`config.mk`:
```
export PLATFORM = sky130hd
export DESIGN_NAME = apb_reduce_master
export DESIGN_NICKNAME = d
export VERILOG_FILES = /design/src/rtl/apb_reduce_master.sv
export SDC_FILE = /design/constraint.sdc
export NUM_CORES = 1
export LEC_CHECK = 0
export CORE_MARGIN = 4
export CORE_UTILIZATION = 60
export CTS_CLUSTER_DIAMETER = 30
export DETAILED_ROUTE_END_ITERATION = 8
export DONT_BUFFER_PORTS = 1
export PLACE_DENSITY = 0.76
export SLEW_MARGIN = 10
export SYNTH_ARGS = -nofsm -noshare
export SYNTH_HDL_FRONTEND = slang
export SYNTH_SLANG_ARGS = --single-unit
```
`constraint.sdc`:
```
create_clock -name pclk -period 8.59 [get_ports pclk]
set_clock_uncertainty 0.15 [all_clocks]
set_input_delay 1.718 -clock pclk [delete_from_list [all_inputs] [get_ports pclk]]
set_output_delay 1.718 -clock pclk [all_outputs]
set_load 0.05 [all_outputs]
```
`src/rtl/apb_reduce_master.sv`:
```
// APB read master: fetches NUM_OPS operands and reduces them
// with sum/xor/max/min into one registered result.
module apb_reduce_master #(
  parameter int DATA_W    = 32,
  parameter int ADDR_W    = 8,
  parameter int NUM_OPS   = 2,
  parameter int ADDR_STEP = 1,
  parameter int TIMEOUT   = 16,
  localparam int ACC_W    = DATA_W + $clog2(NUM_OPS)
) (
  input  logic              pclk,
  input  logic              presetn,
  input  logic              compute_req,
  input  logic [ADDR_W-1:0] base_addr,
  input  logic [1:0]        mode,
  output logic              busy,
  output logic              psel,
  output logic              penable,
  output logic              pwrite,
  output logic [ADDR_W-1:0] paddr,
  output logic [DATA_W-1:0] pwdata,
  input  logic [DATA_W-1:0] prdata,
  input  logic              pready,
  input  logic              pslverr,
  output logic [ACC_W-1:0]  datao,
  output logic              valido,
  output logic              erro
);

  localparam int IDX_W = $clog2(NUM_OPS);
  localparam int TW    = $clog2(TIMEOUT + 1);

  typedef enum logic [1:0] {
    S_IDLE,
    S_SETUP,
    S_ACCESS,
    S_DONE
  } state_e;

  state_e            state_q, state_d;
  logic [ADDR_W-1:0] base_q, base_d;
  logic [1:0]        mode_q, mode_d;
  logic [IDX_W-1:0]  idx_q, idx_d;
  logic [ACC_W-1:0]  acc_q, acc_d;
  logic [TW-1:0]     wait_q, wait_d;
  logic [ACC_W-1:0]  datao_q, datao_d;
  logic              valido_q, valido_d;
  logic              erro_q, erro_d;

  logic [ACC_W-1:0]  fold;
  logic [DATA_W-1:0] lo;
  logic [ADDR_W-1:0] addr_c;

  always_ff @(posedge pclk or negedge presetn) begin
    if (!presetn) begin
      state_q  <= S_IDLE;
      base_q   <= '0;
      mode_q   <= '0;
      idx_q    <= '0;
      acc_q    <= '0;
      wait_q   <= '0;
      datao_q  <= '0;
      valido_q <= 1'b0;
      erro_q   <= 1'b0;
    end else begin
      state_q  <= state_d;
      base_q   <= base_d;
      mode_q   <= mode_d;
      idx_q    <= idx_d;
      acc_q    <= acc_d;
      wait_q   <= wait_d;
      datao_q  <= datao_d;
      valido_q <= valido_d;
      erro_q   <= erro_d;
    end
  end

  // First operand always loads; later ones combine per mode
  always_comb begin
    lo   = acc_q[DATA_W-1:0];
    fold = ACC_W'(prdata);
    if (idx_q != '0) begin
      unique case (mode_q)
        2'b00: fold = acc_q + ACC_W'(prdata);
        2'b01: fold = ACC_W'(lo ^ prdata);
        2'b10: fold = ACC_W'((prdata > lo) ? prdata : lo);
        2'b11: fold = ACC_W'((prdata < lo) ? prdata : lo);
      endcase
    end
  end

  assign addr_c = base_q
    + ADDR_W'(ADDR_W'(idx_q) * ADDR_W'(ADDR_STEP));

  always_comb begin
    state_d  = state_q;
    base_d   = base_q;
    mode_d   = mode_q;
    idx_d    = idx_q;
    acc_d    = acc_q;
    wait_d   = wait_q;
    datao_d  = datao_q;
    valido_d = 1'b0;
    erro_d   = 1'b0;
    unique case (state_q)
      S_IDLE: begin
        if (compute_req) begin
          state_d = S_SETUP;
          base_d  = base_addr;
          mode_d  = mode;
          idx_d   = '0;
          acc_d   = '0;
          wait_d  = '0;
        end
      end
      S_SETUP: state_d = S_ACCESS;
      S_ACCESS: begin
        if (!pready) begin
          if (wait_q == TW'(TIMEOUT - 1)) begin
            state_d = S_IDLE;
            erro_d  = 1'b1;
            wait_d  = '0;
          end else begin
            wait_d = wait_q + 1'b1;
          end
        end else if (pslverr) begin
          state_d = S_IDLE;
          erro_d  = 1'b1;
          wait_d  = '0;
        end else begin
          acc_d  = fold;
          wait_d = '0;
          if (idx_q < IDX_W'(NUM_OPS - 1)) begin
            idx_d   = idx_q + 1'b1;
            state_d = S_SETUP;
          end else begin
            state_d  = S_DONE;
            datao_d  = fold;
            valido_d = 1'b1;
          end
        end
      end
      S_DONE: state_d = S_IDLE;
    endcase
  end

  assign busy    = (state_q != S_IDLE);
  assign psel    = (state_q == S_SETUP) || (state_q == S_ACCESS);
  assign penable = (state_q == S_ACCESS);
  assign paddr   = psel ? addr_c : '0;
  assign pwrite  = 1'b0;
  assign pwdata  = '0;
  assign datao   = datao_q;
  assign valido  = valido_q;
  assign erro    = erro_q;

endmodule

```
==> metrics.cfg <==
[power]
p_leak_nw = 3.56
pwr-share-seq_pct = 31.4
pwr-share-clk_pct = 14.9
cellPowerDensity_nw_per_um2 = 351
p_sw_mw = 1.57
power_frac_comb_pct = 53.7
p_sw_share_pct = 54.7
power.internal_mw = 1.30
ir_worst_vdd_mv = 0.400

[synth]
synth_top_area_cell = dfrtp_1
async_flop_share_pct = 100
syn_area_per_cell_sq_um = 8.32
yosys_register_bits = 86
synth_edf_count = 0
yosys_most_used_dff = dfrtp_1
synth-compound-area-share_pct = 27.1
seq_area_frac_synth_pct = 27.1
yosys.area.top_type_share_pct = 27.1
synth_top_family_by_area = compound AO/OA/AOI/OAI gates
synthMuxAreaShare_pct = 6.17
synthXorXnorAreaFrac_pct = 3.53
synth_area_sq_um = 7950
syn_inst = 955
synth.distinct_cells = 82
synthTopCellsByArea = dfrtp_1 27%, ha_1 11%, a21oi_1 4.2%, o21ai_0 3.9%, buf_4 3.7%
synthTopCellsByCount = 86 x dfrtp_1, 77 x nor2_1, 70 x ha_1, 70 x inv_1, 67 x a21oi_1
synth-warning-count = 0
yosysMostFrequentCell = dfrtp_1
yosys.area_share.adder_pct = 11.3
synth-simple-area-share_pct = 14.8

[worst_hold_path]
hold_class = flop to flop
min_delay_path_depth = 2

[placed_design]
pre_cts_ws_ps = 3050
io_buffers = 0
dp_hpwl_mm = 15.5
dpl.cell_count = 1078
finalWeightedCongestion = 0.965

[clocking]
path_clk_slew_ps = 70
cts_resized = 0
cts_buffers = 9
cts_tree = built
ctsHoldBuffers = 0
cts_root_buffer = clkbuf_16
postCtsSetupBuffers = 0
worstSkewPairLatency_ps = 360
cts_sinks = 86
h-tree-depth = 3
clk_path_buf_depth = 2

[sta]
setup_viol = 0
period_share_pct = 60.3
setup_slack_ps = 3410
tns_ps = 0
rsz0062_at_grt = false
hold_viol_final = 0
worst_pin_slew_ps = 1160
finalCriticalPeriod_ps = 5180
fmax_mhz = 193
final_max_slew_viol_count = 0
relSlewSlack_pct = 22.5

[drt]
vias = 6920
detail-route-antenna-nets = 0
drc = 0
viasPerCell = 6.33
first_pass_iters = 5
drtIter0Drc = 477
wl_mm = 21.9
wire_per_inst_microns = 20.0

[finish]
drive_above_1_share_pct = 6.94
layout.nets = 1035
layoutNonFillerInstCount = 1094
diodes = 0
area_growth_pct = 2.64
fillers = 1153

[die]
coreArea_sq_um = 12800
top_level_ports = 126
initial_core_util_pct = 62.2
fp-row-count = 41
die_h_microns = 123
die_w_microns = 123
die_area_sq_um = 15200

[setup_path]
reg2regPathDepth = 13
endpoint = acc_q[9]$_DFFE_PN0P_
critical_path.startpoint = prdata[5]
cp-start-kind = input port
critPathArrivalTime_ps = 5260
reg2reg_setup_slack_ps = 4310
reg2reg_from = acc_q[5]$_DFFE_PN0P_
crit_fanout = 22
worstSetupPathType = input port to flop
end_kind = flop
required_ps = 8670
r2r_end = acc_q[9]$_DFFE_PN0P_

[global_routing]
grt-ovfl-total = 0
grt_first_pass_wirelength_mm = 34.6
antenna_found_initial = 0
grt_usage_pct = 29.2
grt_pass1_vias = 6715
grt_max_degree = 87

[job]
cap_violations = 0

[run_status]
status = finished clean

[layout make-up]
type / count / area [sq um] / share of cell area, %
clock inverter: 5 / 65.1 / 0.798
tap: 172 / 215 / 2.64
multi-input combinational: 740 / 5140 / 63.0
clock buffer: 11 / 253 / 3.10
timing repair buffer: 8 / 60.1 / 0.736
sequential: 86 / 2150 / 26.4
inverter: 72 / 270 / 3.31
[cells in the final DEF (no fill, tap or decap), types with 9 or more instances in the layout]
| master | Yosys | layout |
|---|---|---|
| a31oi_1 | 13 | 13 |
| ha_1 | 70 | 70 |
| nand2b_1 | 10 | 10 |
| o21ai_0 | 62 | 62 |
| nor2b_1 | 12 | 12 |
| xnor2_1 | 27 | 27 |
| inv_1 | 70 | 70 |
| dfrtp_1 | 86 | 85 |
| clkbuf_16 | 0 | 9 |
| nor2_1 | 77 | 77 |
| conb_1 | 1 | 33 |
| nand2_1 | 63 | 62 |
| and2_1 | 9 | 9 |
| o31ai_1 | 11 | 11 |
| nor3_1 | 16 | 16 |
| a21oi_1 | 67 | 67 |
| mux2_2 | 20 | 20 |
| a21o_1 | 15 | 15 |
| a211o_1 | 11 | 11 |
| a32oi_1 | 20 | 20 |
| nand3_1 | 17 | 17 |
| o21ai_1 | 11 | 11 |
| a211oi_1 | 16 | 16 |
| mux2i_1 | 25 | 24 |
[sequential cells by signal, summed over array words and instances, names as in the netlist]
| name | count |
|---|---|
| state_q | 2 |
| wait_q | 5 |
| idx_q | 1 |
| acc_q | 33 |
| datao | 33 |
| erro | 1 |
| base_q | 8 |
| mode_q | 2 |
| valido | 1 |
[power groups by stage]
stage / Sequential [mW] / Clock (mW) / Combinational (mW)
global placement: 0.905 / 0 / 1.49
CTS: 0.903 / 0.435 / 1.52
finish: 0.901 / 0.426 / 1.54
global route: 0.923 / 0.450 / 1.67
detailed placement: 0.909 / 0 / 1.52
floorplan: 0.853 / 0 / 1.25
[critical path, stage by stage]
cell      delay, ps
ha_1            380
a21oi_1         160
o21ai_0          90
a221oi_1        370
o211ai_1        190
a211oi_2        240
buf_4           320
mux2i_4         700
buf_4           370
mux2_2          370
a211oi_1        220
o21ai_0         120
[worst min path at each step]
stage | start | to | slack (ps)
3_5_place_dp | acc_q[32]$_DFFE_PN0P_ | acc_q[32]$_DFFE_PN0P_ | 370
3_3_place_gp | acc_q[32]$_DFFE_PN0P_ | acc_q[32]$_DFFE_PN0P_ | 330
6_report | acc_q[32]$_DFFE_PN0P_ | acc_q[32]$_DFFE_PN0P_ | 380
5_1_grt | acc_q[32]$_DFFE_PN0P_ | acc_q[32]$_DFFE_PN0P_ | 390
2_1_floorplan | acc_q[32]$_DFFE_PN0P_ | acc_q[32]$_DFFE_PN0P_ | 320
4_1_cts | acc_q[32]$_DFFE_PN0P_ | acc_q[32]$_DFFE_PN0P_ | 380
[metrics by stage]
step	area [sq um]	util, %	hold WS (ps)	total power, mW
floorplan	8070	-	320	2.11
global placement	7840	61.4	329	2.40
detailed placement	7840	61.4	371	2.42
CTS	8160	63.9	382	2.86
global route	8160	63.9	394	3.04
finish	8160	63.9	378	2.87
[per-layer routing]
| metal | up-vias | part of all wire [%] | global-route usage [%] |
|---|---|---|---|
| li1 | 3338 | - | - |
| met1 | 3289 | 42 | 37.4 |
| met2 | 252 | 47 | 47.6 |
| met3 | 41 | 7.8 | 6.22 |
| met4 | 0 | 3.0 | 13.1 |
| met5 | - | 0 | 0 |
[cells by family after synthesis]
kind of cell	after synthesis
AO/OA/AOI/OAI	311
XOR/XNOR	32
other	1
flip-flops	86
AND/OR/NAND/NOR	247
adder cells (fa/ha/maj)	71
buffers and inverters	161
multiplexers	46
(Power assumes the default switching activity.)
